$ cat src/rtl/alu_issue_ctrl.sv
// Multi-cycle MIPS issue/control unit for an external combinational ALU: IDLE->DECODE->EXEC->RESP.
// Optional signed-overflow reporting is built when ALU_ISSUE_OVF_EN is defined.
`timescale 1ns/1ps
module alu_issue_ctrl #(
  parameter int              DATA_W     = 32,
  parameter int              OP_W       = 5,
  parameter logic [OP_W-1:0] ILLEGAL_OP = 5'h1F
) (
  input  logic              clk,
  input  logic              rst_n,
  input  logic              in_valid,
  output logic              in_ready,
  input  logic [31:0]       in_instr,
  input  logic [DATA_W-1:0] in_rs,
  input  logic [DATA_W-1:0] in_rt,
  output logic [OP_W-1:0]   alu_op,
  output logic [DATA_W-1:0] alu_a,
  output logic [DATA_W-1:0] alu_b,
  input  logic [DATA_W-1:0] alu_out,
  input  logic              alu_zero,
  output logic              out_valid,
  input  logic              out_ready,
  output logic [DATA_W-1:0] res_data,
  output logic [4:0]        res_dst,
  output logic              res_wen,
  output logic              res_branch,
  output logic              res_taken,
  output logic              res_illegal
`ifdef ALU_ISSUE_OVF_EN
  ,output logic             res_ovf
`endif
);

  typedef enum logic [1:0] {S_IDLE, S_DECODE, S_EXEC, S_RESP} state_t;

  localparam logic [OP_W-1:0] OP_ADD  = 5'h00, OP_ADDU = 5'h01, OP_SUB  = 5'h02, OP_SUBU = 5'h03;
  localparam logic [OP_W-1:0] OP_AND  = 5'h04, OP_OR   = 5'h05, OP_XOR  = 5'h06, OP_NOR  = 5'h07;
  localparam logic [OP_W-1:0] OP_SLT  = 5'h08, OP_SLTU = 5'h09, OP_SLL  = 5'h0A, OP_SRL  = 5'h0B;
  localparam logic [OP_W-1:0] OP_SRA  = 5'h0C, OP_BEQ  = 5'h0D, OP_BNE  = 5'h0E, OP_LUI  = 5'h0F;

  state_t state_q, state_d;

  logic [31:0]       instr_q;
  logic [DATA_W-1:0] rs_q, rt_q;
  logic [OP_W-1:0]   alu_op_q;
  logic [DATA_W-1:0] alu_a_q, alu_b_q;
  logic [4:0]        dst_q;
  logic              br_q, ill_q;

  logic [DATA_W-1:0] res_data_q;
  logic [4:0]        res_dst_q;
  logic              res_wen_q, res_branch_q, res_taken_q, res_illegal_q;

  logic [OP_W-1:0]   dec_op;
  logic [DATA_W-1:0] dec_a, dec_b;
  logic [4:0]        dec_dst;
  logic              dec_br, dec_ill;
  logic              wb_block;

  logic [5:0]  opcode, funct;
  logic [4:0]  rt_idx, rd_idx, shamt;
  logic [15:0] imm;
  assign opcode = instr_q[31:26];
  assign rt_idx = instr_q[20:16];
  assign rd_idx = instr_q[15:11];
  assign shamt  = instr_q[10:6];
  assign funct  = instr_q[5:0];
  assign imm    = instr_q[15:0];

  // FSM: state register
  always_ff @(posedge clk or negedge rst_n) begin
    if (!rst_n) state_q <= S_IDLE;
    else        state_q <= state_d;
  end

  // FSM: next state
  always_comb begin
    state_d = state_q;
    case (state_q)
      S_IDLE:   if (in_valid) state_d = S_DECODE;
      S_DECODE: state_d = S_EXEC;
      S_EXEC:   state_d = S_RESP;
      S_RESP:   if (out_ready) state_d = S_IDLE;
      default:  state_d = S_IDLE;
    endcase
  end

  // FSM: outputs
  always_comb begin
    in_ready  = (state_q == S_IDLE);
    out_valid = (state_q == S_RESP);
  end

  always_comb begin
    dec_op  = ILLEGAL_OP;
    dec_a   = rs_q;
    dec_b   = rt_q;
    dec_dst = rd_idx;
    dec_br  = 1'b0;
    dec_ill = 1'b0;
    case (opcode)
      6'h00: begin
        case (funct)
          6'h20: dec_op = OP_ADD;
          6'h21: dec_op = OP_ADDU;
          6'h22: dec_op = OP_SUB;
          6'h23: dec_op = OP_SUBU;
          6'h24: dec_op = OP_AND;
          6'h25: dec_op = OP_OR;
          6'h26: dec_op = OP_XOR;
          6'h27: dec_op = OP_NOR;
          6'h2A: dec_op = OP_SLT;
          6'h2B: dec_op = OP_SLTU;
          6'h00: begin dec_op = OP_SLL; dec_a = {{(DATA_W-5){1'b0}}, shamt}; end
          6'h02: begin dec_op = OP_SRL; dec_a = {{(DATA_W-5){1'b0}}, shamt}; end
          6'h03: begin dec_op = OP_SRA; dec_a = {{(DATA_W-5){1'b0}}, shamt}; end
          6'h04: dec_op = OP_SLL;
          6'h06: dec_op = OP_SRL;
          6'h07: dec_op = OP_SRA;
          default: dec_ill = 1'b1;
        endcase
      end
      6'h08: begin dec_op = OP_ADD;  dec_b = {{16{imm[15]}}, imm}; dec_dst = rt_idx; end
      6'h09: begin dec_op = OP_ADDU; dec_b = {{16{imm[15]}}, imm}; dec_dst = rt_idx; end
      6'h0A: begin dec_op = OP_SLT;  dec_b = {{16{imm[15]}}, imm}; dec_dst = rt_idx; end
      6'h0B: begin dec_op = OP_SLTU; dec_b = {{16{imm[15]}}, imm}; dec_dst = rt_idx; end
      6'h0C: begin dec_op = OP_AND;  dec_b = {16'h0, imm}; dec_dst = rt_idx; end
      6'h0D: begin dec_op = OP_OR;   dec_b = {16'h0, imm}; dec_dst = rt_idx; end
      6'h0E: begin dec_op = OP_XOR;  dec_b = {16'h0, imm}; dec_dst = rt_idx; end
      6'h0F: begin dec_op = OP_LUI;  dec_a = '0; dec_b = {16'h0, imm}; dec_dst = rt_idx; end
      6'h04: begin dec_op = OP_BEQ;  dec_br = 1'b1; dec_dst = 5'd0; end
      6'h05: begin dec_op = OP_BNE;  dec_br = 1'b1; dec_dst = 5'd0; end
      default: dec_ill = 1'b1;
    endcase
    if (dec_ill) begin
      dec_op  = ILLEGAL_OP;
      dec_a   = '0;
      dec_b   = '0;
      dec_dst = 5'd0;
    end
  end

  always_ff @(posedge clk or negedge rst_n) begin
    if (!rst_n) begin
      instr_q <= '0;
      rs_q    <= '0;
      rt_q    <= '0;
    end else if (state_q == S_IDLE && in_valid) begin
      instr_q <= in_instr;
      rs_q    <= in_rs;
      rt_q    <= in_rt;
    end
  end

  // ALU drive registers hold from one DECODE to the next
  always_ff @(posedge clk or negedge rst_n) begin
    if (!rst_n) begin
      alu_op_q <= ILLEGAL_OP;
      alu_a_q  <= '0;
      alu_b_q  <= '0;
      dst_q    <= '0;
      br_q     <= 1'b0;
      ill_q    <= 1'b0;
    end else if (state_q == S_DECODE) begin
      alu_op_q <= dec_op;
      alu_a_q  <= dec_a;
      alu_b_q  <= dec_b;
      dst_q    <= dec_dst;
      br_q     <= dec_br;
      ill_q    <= dec_ill;
    end
  end

`ifdef ALU_ISSUE_OVF_EN
  logic ovf_add_q, ovf_sub_q, ovf_now, res_ovf_q;
  always_ff @(posedge clk or negedge rst_n) begin
    if (!rst_n) begin
      ovf_add_q <= 1'b0;
      ovf_sub_q <= 1'b0;
    end else if (state_q == S_DECODE) begin
      ovf_add_q <= (opcode == 6'h08) || (opcode == 6'h00 && funct == 6'h20);
      ovf_sub_q <= (opcode == 6'h00 && funct == 6'h22);
    end
  end
  assign ovf_now = (ovf_add_q && (alu_a_q[DATA_W-1] == alu_b_q[DATA_W-1]) &&
                    (alu_out[DATA_W-1] != alu_a_q[DATA_W-1])) ||
                   (ovf_sub_q && (alu_a_q[DATA_W-1] != alu_b_q[DATA_W-1]) &&
                    (alu_out[DATA_W-1] != alu_a_q[DATA_W-1]));
  assign wb_block = ovf_now;
  always_ff @(posedge clk or negedge rst_n) begin
    if (!rst_n)                 res_ovf_q <= 1'b0;
    else if (state_q == S_EXEC) res_ovf_q <= ovf_now;
  end
  assign res_ovf = res_ovf_q;
`else
  assign wb_block = 1'b0;
`endif

  always_ff @(posedge clk or negedge rst_n) begin
    if (!rst_n) begin
      res_data_q    <= '0;
      res_dst_q     <= '0;
      res_wen_q     <= 1'b0;
      res_branch_q  <= 1'b0;
      res_taken_q   <= 1'b0;
      res_illegal_q <= 1'b0;
    end else if (state_q == S_EXEC) begin
      res_data_q    <= ill_q ? '0 : alu_out;
      res_dst_q     <= dst_q;
      res_wen_q     <= (dst_q != 5'd0) && !br_q && !ill_q && !wb_block;
      res_branch_q  <= br_q;
      res_taken_q   <= br_q && alu_zero;
      res_illegal_q <= ill_q;
    end
  end

  assign alu_op      = alu_op_q;
  assign alu_a       = alu_a_q;
  assign alu_b       = alu_b_q;
  assign res_data    = res_data_q;
  assign res_dst     = res_dst_q;
  assign res_wen     = res_wen_q;
  assign res_branch  = res_branch_q;
  assign res_taken   = res_taken_q;
  assign res_illegal = res_illegal_q;

endmodule
$ cat config.mk
export PLATFORM = sky130hd
export DESIGN_NAME = alu_issue_ctrl
export DESIGN_NICKNAME = d
export VERILOG_FILES = /design/src/rtl/alu_issue_ctrl.sv
export SDC_FILE = /design/constraint.sdc
export NUM_CORES = 1
export LEC_CHECK = 0
export ABC_CLOCK_PERIOD_IN_PS = 4200
export CAP_MARGIN = 15
export CORE_UTILIZATION = 40
export DETAILED_ROUTE_END_ITERATION = 8
export PLACE_DENSITY = 0.71
export SETUP_SLACK_MARGIN = 0.1
export SLEW_MARGIN = 20
export SYNTH_ARGS = -nofsm -noshare
export SYNTH_HDL_FRONTEND = slang
export SYNTH_SLANG_ARGS = --single-unit
$ cat constraint.sdc
create_clock -name clk -period 4.2 [get_ports clk]
set_input_delay 0.63 -clock clk [delete_from_list [all_inputs] [get_ports clk]]
set_output_delay 0.63 -clock clk [all_outputs]
set_load 0.05 [all_outputs]
Word-level counts from Yosys, hierarchy flattened
Index checks and enable logic that the tools add are counted.
{"block": "op_classes", "mux": 17, "eq_ne": 30, "n_reduce_logical": 21}
{"operator": "2-to-1 mux 32 bit", "n": 4}
{"operator": "one-hot mux 32 bit (2 select lines)", "n": 2}
{"operator": "one-hot mux 5 bit (13 select lines)", "n": 1}
{"operator": "equality test 6 bit (second input constant)", "n": 10}
{"operator": "one-hot mux 5 bit (11 select lines)", "n": 1}
{"operator": "equality test 6 x 4 -> 1 bit (second input constant)", "n": 8}
{"operator": "equality test 6 x 3 -> 1 bit (second input constant)", "n": 5}
{"operator": "OR reduction 16 bit", "n": 1}
{"operator": "equality test 6 x 2 -> 1 bit (second input constant)", "n": 2}
{"operator": "zero test 6 bit", "n": 2}
{"operator": "2-to-1 mux 5 bit", "n": 2}
{"operator": "one-hot mux 5 bit (2 select lines)", "n": 1}
{"operator": "OR reduction 10 bit", "n": 1}
{"operator": "one-hot mux 2 bit (4 select lines)", "n": 1}
{"operator": "OR reduction 2 bit", "n": 4}
{"operator": "OR reduction 4 bit", "n": 2}
{"operator": "OR reduction 8 bit", "n": 1}
{"operator": "nonzero test 5 bit", "n": 1}
{"operator": "equality test 2 bit (second input constant)", "n": 2}
{"operator": "logical AND 1 bit", "n": 4}
{"operator": "2-to-1 mux 2 bit", "n": 2}
{"operator": "OR reduction 3 bit", "n": 1}
{"operator": "equality test 2 x 1 -> 1 bit (second input constant)", "n": 1}
{"operator": "zero test 1 bit", "n": 2}
{"operator": "6 further kinds", "n": 7}
{"block": "word_totals", "out_inout_bits": 112, "inputBits": 133, "regBits": 215, "wordCells": 84}

Depth between registers and ports, before layout
Gate-level depths: netlist of the first run.
{"block": "depth", "ltp_word": 5, "ltp_mapped": 8, "mapped_depth_nobuf": 5}

Least setup slack after synthesis of the first run
Ideal clock, no wire load.
{"block": "synth_path", "kind": "register to register", "startpoint": "register state_q[0]", "endpoint": "register instr_q[0]", "required_time_ps": 4075, "path_buffers": 1, "path_slack_ps": 2237, "stages_incl_launch_ff": 6, "period_less_slack_ps": 1963, "setup_time_ps": 125, "arrival_ps": 1839, "path_cell_list": "dfrtp_1 -> inv_1 -> ha_1 -> nand2_1 -> clkbuf_1 -> mux2_2"}
{"block": "synth_via", "elab_chain_len": 2}
{"item": "from (decl)", "line": "41", "source": "state_t state_q, state_d;"}
{"item": "from (signal assigned)", "line": "73", "source": "else state_q <= state_d;"}
{"item": "zero test 2 bit"}
{"item": "via in_ready", "line": "12", "source": "output logic in_ready,"}
{"item": "logical AND 1 bit", "line": "148", "source": "end else if (state_q == S_IDLE && in_valid) begin"}
{"item": "to (signal assigned)", "line": "149", "source": "instr_q <= in_instr;"}
{"item": "to (decl)", "line": "43", "source": "logic [31:0] instr_q;"}
The timed path passes the listed nets, and every way through them passes these cells.
A chain may end at the register's enable or synchronous reset.

Worst setup path in the final report of the first run
{"block": "layout_path", "startpoint": "register state_q[0]", "endpoint": "output in_ready"}
{"block": "layout_via", "elab_chain_len": 1}
{"item": "zero test 2 bit", "line": "90", "source": "in_ready = (state_q == S_IDLE);"}
{"item": "to (decl)", "line": "12"}
No other way between the ends.

==> metrics.txt, run 1 <==
# TYPE chip_impl_metric gauge
chip_impl_info{name="run_status",value="complete, no violations"} 1
chip_impl_metric{name="synth.yosys.warnings",unit=""} 0
chip_impl_metric{name="syn-num-nets",unit=""} 790
chip_impl_metric{name="routed_wire_length_per_instance",unit="µm"} 17.43
chip_impl_metric{name="tritoncts.num_buffers",unit=""} 23
chip_impl_metric{name="first_global_vias",unit=""} 6220
chip_impl_metric{name="max_freq",unit="MHz"} 363.9
chip_impl_metric{name="switch_share",unit=""} 0.4148
chip_impl_metric{name="synthCells",unit=""} 653
chip_impl_metric{name="critPathMaxFanout",unit=""} 4
chip_impl_metric{name="detail_route.vias_per_cell",unit=""} 5.021
chip_impl_metric{name="static-leakage-power",unit="nW"} 5.111
chip_impl_info{name="post-synth-top-count-cell",value="sky130_fd_sc_hd__dfrtp_1"} 1
chip_impl_metric{name="max_cap_viol_count",unit=""} 0
chip_impl_metric{name="synth.lib_cells_used.distinct",unit=""} 44
chip_impl_info{name="largest_family_of_logic_cells_by_synthesized_area",value="multiplexers"} 1
chip_impl_info{name="cts_tree",value="yes"} 1
chip_impl_metric{name="setup-violations-final",unit=""} 0
chip_impl_info{name="ys.flop_type",value="sky130_fd_sc_hd__dfrtp_1"} 1
chip_impl_metric{name="remaining_drc_errors",unit=""} 0
chip_impl_metric{name="clock_tree.buffer_depth",unit=""} 3
chip_impl_metric{name="post_synthesis_share_of_cell_area_spent_on_full_adders_half_adders_and_majority_gates",unit=""} 0.005911
chip_impl_metric{name="post_synth_and_or_nand_nor_area_fraction",unit=""} 0.04005
chip_impl_metric{name="clock-sinks",unit=""} 210
chip_impl_metric{name="synth.area.mux_share",unit=""} 0.1540
chip_impl_metric{name="drt_iter0_markers",unit=""} 141
chip_impl_metric{name="share_seq_of_total_power",unit=""} 0.340
chip_impl_metric{name="detailedRoute.firstPassIterationCount",unit=""} 4
chip_impl_metric{name="power.net_switching",unit="mW"} 4.430
chip_impl_metric{name="worst_clock_skew",unit="ps"} 17.10
chip_impl_metric{name="pwr-share-clk",unit=""} 0.193
chip_impl_info{name="rsz0062_at_grt",value="no"} 1
chip_impl_info{name="ys_top_cells_by_area",value="sky130_fd_sc_hd__dfrtp_1 (61%), sky130_fd_sc_hd__mux2_2 (13%), sky130_fd_sc_hd__o2bb2ai_1 (4.1%)"} 1
chip_impl_info{name="timing.hold.worst.class",value="input pin to async pin"} 1
chip_impl_metric{name="place.port_buffers",unit=""} 239
chip_impl_metric{name="min_period",unit="ps"} 2748
chip_impl_metric{name="async_reset_ff_frac",unit=""} 1.000
chip_impl_metric{name="finalWirelength",unit="µm"} 20360
chip_impl_metric{name="ys_seq_elements",unit=""} 210
chip_impl_metric{name="die_y",unit="µm"} 147.5
chip_impl_metric{name="dp_hpwl",unit="µm"} 13580
chip_impl_metric{name="nNetsFinal",unit=""} 1019
chip_impl_info{name="synth.top_cells.by_count",value="sky130_fd_sc_hd__dfrtp_1 (205), sky130_fd_sc_hd__mux2_2 (98), sky130_fd_sc_hd__inv_1 (42)"} 1
chip_impl_metric{name="ctsResizeCount",unit=""} 0
chip_impl_metric{name="area.growth.synth_to_final",unit="%"} 40.48
chip_impl_metric{name="post-synth-top-area-fraction",unit=""} 0.6059
chip_impl_metric{name="fillerInstances",unit=""} 1729
chip_impl_metric{name="ctsHoldBuffers",unit=""} 0
chip_impl_metric{name="share_of_cells_above_drive_strength_1",unit=""} 0.1849
chip_impl_metric{name="groute.usage.overall",unit=""} 0.1896
chip_impl_info{name="dominant_cell_type_by_area_after_synthesis",value="sky130_fd_sc_hd__dfrtp_1"} 1
chip_impl_metric{name="power.combinational.fraction",unit=""} 0.467
chip_impl_metric{name="die-area",unit="mm²"} 0.02175
chip_impl_metric{name="post-route-period-util",unit=""} 0.6543
chip_impl_metric{name="global_route_wire_length_before_repair",unit="µm"} 32930
chip_impl_metric{name="fin_setup_tns",unit="ps"} 0
chip_impl_metric{name="p_int",unit="mW"} 6.250
chip_impl_info{name="timing.critical_path.from_type",value="flop"} 1
chip_impl_metric{name="synth-compound-area-share",unit=""} 0.1333
chip_impl_metric{name="postSynthAreaPerCell",unit="µm²"} 12.97
chip_impl_metric{name="core_footprint",unit="mm²"} 0.02049
chip_impl_metric{name="worst_ep_arrival_time",unit="ps"} 2120
chip_impl_metric{name="required",unit="ps"} 3570
chip_impl_metric{name="synth_edf_count",unit=""} 0
chip_impl_metric{name="number_of_antenna_violations_at_the_first_check_in_global_routing",unit=""} 0
chip_impl_metric{name="h-tree-depth",unit=""} 1
chip_impl_metric{name="grt_max_degree",unit=""} 111
chip_impl_metric{name="dpl_cell_area",unit="mm²"} 0.01111
chip_impl_metric{name="grt_remaining_overflow",unit=""} 0
chip_impl_metric{name="clk_transition_reported_paths",unit="ps"} 60
chip_impl_metric{name="core_rows",unit=""} 52
chip_impl_metric{name="worstMarginPinSlew",unit="ps"} 950.1
chip_impl_metric{name="cellPowerDensity",unit="mW/mm²"} 897.9
chip_impl_metric{name="floorplan.initialDensity",unit=""} 0.4131
chip_impl_metric{name="route.vias.total",unit=""} 5864
chip_impl_metric{name="dieWidth",unit="µm"} 147.5
chip_impl_metric{name="gp_routability_congestion",unit=""} 0.7749
chip_impl_metric{name="final_cell_area",unit="mm²"} 0.01189
chip_impl_metric{name="ios",unit=""} 245
chip_impl_metric{name="syn-cell-area",unit="mm²"} 0.008467
chip_impl_metric{name="finalHoldViolCount",unit=""} 0
chip_impl_metric{name="ir_worst_vdd",unit="mV"} 0.4532
chip_impl_metric{name="cts_setup_buffers",unit=""} 0
chip_impl_metric{name="clock_latency",unit="ps"} 510
chip_impl_metric{name="report.final.slew_viol_count",unit=""} 0
chip_impl_metric{name="synth_seq_area_share",unit=""} 0.6214
chip_impl_metric{name="ant_nets",unit=""} 0
chip_impl_info{name="critical_path.endpoint_type",value="primary output"} 1
chip_impl_info{name="timing_worst_setup_path_type",value="flop to primary output"} 1
chip_impl_info{name="clockRootBuffer",value="sky130_fd_sc_hd__clkbuf_16"} 1
chip_impl_metric{name="slew_headroom",unit=""} 0.3643
chip_impl_metric{name="antennaDiodeCount",unit=""} 0
chip_impl_metric{name="synth-xor-area-share",unit=""} 0
==> logic make-up (layout without fill, tap and decap cells) <==
logic type / Yosys count / in the layout
and+or+nand+nor: 74 / 74
AOI/OAI and AO/OA: 157 / 157
muxes: 118 / 118
adders and majority gates: 4 / 4
buffers and inverters: 90 / 335
DFF: 210 / 210
==> cell usage in the layout, fill, tap and decap left out, types with 20 or more instances in the layout <==
master	count
sky130_fd_sc_hd__clkdlybuf4s50_1	238
sky130_fd_sc_hd__dfrtp_1	205
sky130_fd_sc_hd__mux2_2	98
sky130_fd_sc_hd__inv_1	41
sky130_fd_sc_hd__o2bb2ai_1	40
sky130_fd_sc_hd__o21ai_0	39
sky130_fd_sc_hd__nand2_1	38
sky130_fd_sc_hd__a22o_1	27
sky130_fd_sc_hd__a21oi_1	24
sky130_fd_sc_hd__clkbuf_16	23
sky130_fd_sc_hd__mux2i_1	20
==> per-stage QoR <==
stage                     instances  power [mW]  utilization  hold slack, ps  setup slack, ps
after floorplan                 653       7.017            -           334.4             2237
after CTS                      1168       10.83       0.5803           214.1             1413
after global placement         1127       8.599       0.5419           468.6             1702
after global routing           1168       11.28       0.5803           254.5             1346
after detailed placement       1127       8.698       0.5422           472.5             1679
final                          1168       10.68       0.5803           200.6             1452
==> sequential cells by signal, summed over array words and instances (netlist names), 2 cells and up <==
name,cells
alu_a,32
alu_b,32
alu_op,5
dst_q,5
instr_q,27
res_data,32
res_dst,5
rs_q,32
rt_q,32
state_q,2
==> final cells by class <==
type	count	area, µm²	area share
inverters	46	172.7	0.01452
clock inverters	8	118.9	0.009994
multi-input cells	353	2850	0.2396
clock buffers	33	663.1	0.05575
flip-flops and latches	210	5261	0.4424
well taps	270	337.8	0.02840
repair buffers	248	2490	0.2093
==> power groups by stage <==
stage	clock (mW)	sequential, mW	combinational [mW]
after floorplan	0	5.17	1.85
after global placement	0	3.63	4.97
after detailed placement	0	3.66	5.04
after CTS	2.14	3.64	5.05
after global routing	2.22	3.76	5.31
final	2.07	3.63	4.99
==> worst paths after layout <==
kind	start	to	slack, ps	cells past startpoint
max in group asynchronous	rst_n	rs_q[17]$_DFFE_PN0P_	3120	2
min in group clk	alu_b[23]$_DFFE_PN0N_	alu_b[23]$_DFFE_PN0N_	480	1
setup / recovery	state_q[0]$_DFFE_PN0P_	in_ready	1450	3
setup reg to reg	instr_q[29]$_DFFE_PN0P_	dst_q[4]$_DFFE_PN0N_	1800	5
hold reg to reg	alu_b[23]$_DFFE_PN0N_	alu_b[23]$_DFFE_PN0N_	480	1
hold / removal	rst_n	res_data[9]$_DFFE_PN0P_	200	1
==> critical path: stages (launching register included) <==
cell and delay (ps):
sky130_fd_sc_hd__dfrtp_1 420, sky130_fd_sc_hd__inv_1 100, sky130_fd_sc_hd__ha_1 250, sky130_fd_sc_hd__clkdlybuf4s50_1 850
==> metal layers <==
layer	wire [µm]	vias up	global-route usage
met1	8419	2883	0.2349
met5	0	-	0
met3	2006	19	0.07068
met4	301	0	0.03660
met2	9627	209	0.3179
li1	-	2753	-
No activity file was read; power rests on OpenSTA's default activity.
==> run 2: changes to the inputs <==
--- a/config.mk
+++ b/config.mk
@@ -5,7 +5,7 @@
 export SDC_FILE = /design/constraint.sdc
 export NUM_CORES = 1
 export LEC_CHECK = 0
-export ABC_CLOCK_PERIOD_IN_PS = 4200
+export ABC_CLOCK_PERIOD_IN_PS = 2900
 export CAP_MARGIN = 15
 export CORE_UTILIZATION = 40
 export DETAILED_ROUTE_END_ITERATION = 8
==> constraint.sdc (replaced) <==
create_clock -name clk -period 2.9 [get_ports clk]
set_input_delay 0.435 -clock clk [delete_from_list [all_inputs] [get_ports clk]]
set_output_delay 0.435 -clock clk [all_outputs]
set_load 0.05 [all_outputs]
==> metrics.txt, run 2 (synthesized netlist as in run 1, its figures left out) <==
# TYPE chip_impl_metric gauge
chip_impl_info{name="run_status",value="complete, no violations"} 1
chip_impl_metric{name="grt_remaining_overflow",unit=""} 0
chip_impl_metric{name="routed_wire_length_per_instance",unit="µm"} 17.69
chip_impl_metric{name="floorplan.initialDensity",unit=""} 0.4131
chip_impl_metric{name="die_y",unit="µm"} 147.5
chip_impl_metric{name="dp_slack",unit="ps"} 779.9
chip_impl_metric{name="hold_path_depth",unit=""} 1
chip_impl_metric{name="clk_transition_reported_paths",unit="ps"} 60
chip_impl_info{name="cts_tree",value="yes"} 1
chip_impl_info{name="timing.hold.worst_endpoint",value="alu_a[24]$_DFFE_PN0N_"} 1
chip_impl_metric{name="detailedRoute.firstPassIterationCount",unit=""} 4
chip_impl_metric{name="max_cap_viol_count",unit=""} 0
chip_impl_metric{name="route.vias.total",unit=""} 5906
chip_impl_metric{name="worst_clock_skew",unit="ps"} 10.58
chip_impl_metric{name="max_freq",unit="MHz"} 383.8
chip_impl_info{name="rr_endpoint",value="alu_b[29]$_DFFE_PN0N_"} 1
chip_impl_metric{name="gp_routability_congestion",unit=""} 0.7715
chip_impl_metric{name="worstMarginPinSlew",unit="ps"} 998.9
chip_impl_metric{name="reg2regPathDepth",unit=""} 5
chip_impl_info{name="cp_top_family",value="buffers and inverters"} 1
chip_impl_metric{name="share_of_cells_above_drive_strength_1",unit=""} 0.1905
chip_impl_metric{name="fin_setup_tns",unit="ps"} 0
chip_impl_metric{name="total_power",unit="mW"} 15.42
chip_impl_info{name="timing.critical_path.from_type",value="flop"} 1
chip_impl_metric{name="grt_util_met3",unit=""} 0.06420
chip_impl_metric{name="required",unit="ps"} 2470
chip_impl_metric{name="slew_headroom",unit=""} 0.3317
chip_impl_metric{name="grt_max_degree",unit=""} 74
chip_impl_metric{name="ctsResizeCount",unit=""} 0
chip_impl_metric{name="h-tree-depth",unit=""} 1
chip_impl_metric{name="cellPowerDensity",unit="mW/mm²"} 1291
chip_impl_metric{name="global_route.usage.met2",unit=""} 0.3170
chip_impl_metric{name="report.final.slew_viol_count",unit=""} 0
chip_impl_metric{name="clock_latency",unit="ps"} 500
chip_impl_info{name="mostFrequentLayoutCell",value="sky130_fd_sc_hd__clkdlybuf4s50_1"} 1
chip_impl_metric{name="drt_iter0_markers",unit=""} 235
chip_impl_metric{name="post-route-period-util",unit=""} 0.8986
chip_impl_metric{name="cts_setup_buffers",unit=""} 0
chip_impl_info{name="critical_path.cell_chain",value="inv_1 > ha_1 > clkdlybuf4s50_1"} 1
chip_impl_metric{name="tritoncts.num_buffers",unit=""} 23
chip_impl_metric{name="finalWirelength",unit="µm"} 20750
chip_impl_metric{name="groute.usage.overall",unit=""} 0.1938
chip_impl_info{name="timing.hold.worst.class",value="flop to flop"} 1
chip_impl_metric{name="dp_hpwl",unit="µm"} 13920
chip_impl_metric{name="timing.critical_path.buf_inv",unit=""} 2
chip_impl_metric{name="remaining_drc_errors",unit=""} 0
chip_impl_info{name="clockRootBuffer",value="sky130_fd_sc_hd__clkbuf_16"} 1
chip_impl_metric{name="number_of_antenna_violations_at_the_first_check_in_global_routing",unit=""} 0
chip_impl_info{name="hp-start",value="rs_q[24]$_DFFE_PN0P_"} 1
chip_impl_metric{name="timing.critical_path.slowest_cell_delay",unit="ps"} 860
chip_impl_metric{name="antennaDiodeCount",unit=""} 0
chip_impl_metric{name="core_footprint",unit="mm²"} 0.02049
chip_impl_metric{name="min_period",unit="ps"} 2606
chip_impl_metric{name="ios",unit=""} 245
chip_impl_metric{name="die-area",unit="mm²"} 0.02175
chip_impl_info{name="rsz0062_at_grt",value="no"} 1
chip_impl_metric{name="finalHoldViolCount",unit=""} 0
chip_impl_metric{name="core_rows",unit=""} 52
chip_impl_metric{name="worst_slack",unit="ps"} 294.2
chip_impl_metric{name="critPathMaxFanout",unit=""} 4
chip_impl_metric{name="global_route_wire_length_before_repair",unit="µm"} 33550
chip_impl_metric{name="first_global_vias",unit=""} 6261
chip_impl_metric{name="ff2ff_setup_slack",unit="ps"} 790
chip_impl_info{name="gr-max-usage-layer",value="met2"} 1
chip_impl_metric{name="static-leakage-power",unit="nW"} 5.134
chip_impl_metric{name="detail_route.vias_per_cell",unit=""} 5.035
chip_impl_metric{name="ant_nets",unit=""} 0
chip_impl_info{name="layout.cells.most_common_list",value="sky130_fd_sc_hd__clkdlybuf4s50_1 (238), sky130_fd_sc_hd__dfrtp_1 (205), sky130_fd_sc_hd__mux2_2 (98), sky130_fd_sc_hd__inv_1 (41), sky130_fd_sc_hd__o2bb2ai_1 (40)"} 1
chip_impl_metric{name="global_route.usage.met1",unit=""} 0.2495
chip_impl_info{name="critical_path.endpoint_type",value="primary output"} 1
chip_impl_metric{name="setup-violations-final",unit=""} 0
chip_impl_metric{name="place.port_buffers",unit=""} 239
chip_impl_metric{name="min_hold_slack",unit="ps"} 481.1
chip_impl_metric{name="ir_worst_vdd",unit="mV"} 0.6042
chip_impl_metric{name="dieWidth",unit="µm"} 147.5
chip_impl_metric{name="clock-sinks",unit=""} 210
chip_impl_info{name="r2r-start",value="instr_q[30]$_DFFE_PN0P_"} 1
chip_impl_metric{name="fillerInstances",unit=""} 1774
chip_impl_metric{name="ctsHoldBuffers",unit=""} 1
chip_impl_metric{name="worst_ep_arrival_time",unit="ps"} 2170
chip_impl_metric{name="nNetsFinal",unit=""} 1025
chip_impl_metric{name="clock_tree.buffer_depth",unit=""} 3
chip_impl_metric{name="area.growth.synth_to_final",unit="%"} 41.05
chip_impl_info{name="crit_path_top_delay_cell",value="sky130_fd_sc_hd__clkdlybuf4s50_1"} 1
chip_impl_info{name="timing_worst_setup_path_type",value="flop to primary output"} 1
## run 2: cell count changes in the layout (fill, tap and decap cells not counted), sizes merged
cell / previous run / this run
buf: 10 / 15
clkbuf: 33 / 30
clkinvlp: 0 / 2
clkinv: 4 / 6
inv: 47 / 46
bufinv: 3 / 2
dlygate4sd3: 0 / 1
## run 2: how the worst max path moves through the flow
stage                                  startpoint                endpoint  slack [ps]  cells after the start
after global placement                   in_valid     rt_q[4]$_DFFE_PN0P_         780                      4
after global routing       state_q[0]$_DFFE_PN0P_                in_ready         210                      3
final                      state_q[0]$_DFFE_PN0P_                in_ready         290                      3
after floorplan            state_q[0]$_DFFE_PN0P_  instr_q[0]$_DFFE_PN0P_         940                      5
after detailed placement  instr_q[30]$_DFFE_PN0P_   alu_b[22]$_DFFE_PN0N_         780                      5
after CTS                  state_q[0]$_DFFE_PN0P_                in_ready         260                      3
## run 2: cell type report
| type | instances | area (µm²) | share of cell area |
|---|---|---|---|
| clock inverters | 10 | 108.9 | 0.009115 |
| clock buffers | 30 | 641.9 | 0.05375 |
| well taps | 270 | 337.8 | 0.02829 |
| flip-flops and latches | 210 | 5261 | 0.4405 |
| repair buffers | 254 | 2575 | 0.2156 |
| multi-input cells | 353 | 2845 | 0.2382 |
| inverters | 46 | 172.7 | 0.01446 |
## run 2: power by group
group	switching (mW)	internal [mW]	leakage, nW
sequential	0.913	4.36	2.67
combinational	4.39	2.88	2.09
clock	1.14	1.73	0.368
## run 2: metal layers
| metal | vias up | wire length, µm |
|---|---|---|
| li1 | 2768 | - |
| met1 | 2907 | 8796 |
| met2 | 202 | 9676 |
| met3 | 29 | 1925 |
| met4 | 0 | 346 |
| met5 | - | 0 |
## run 2: per-stage QoR
stage | area [µm²] | utilization | std cells
global placement | 11180 | 0.5456 | 1132
floorplan | 8467 | - | 653
detailed placement | 11180 | 0.5456 | 1132
finish | 11940 | 0.5827 | 1173
global route | 11940 | 0.5827 | 1173
CTS | 11940 | 0.5827 | 1173
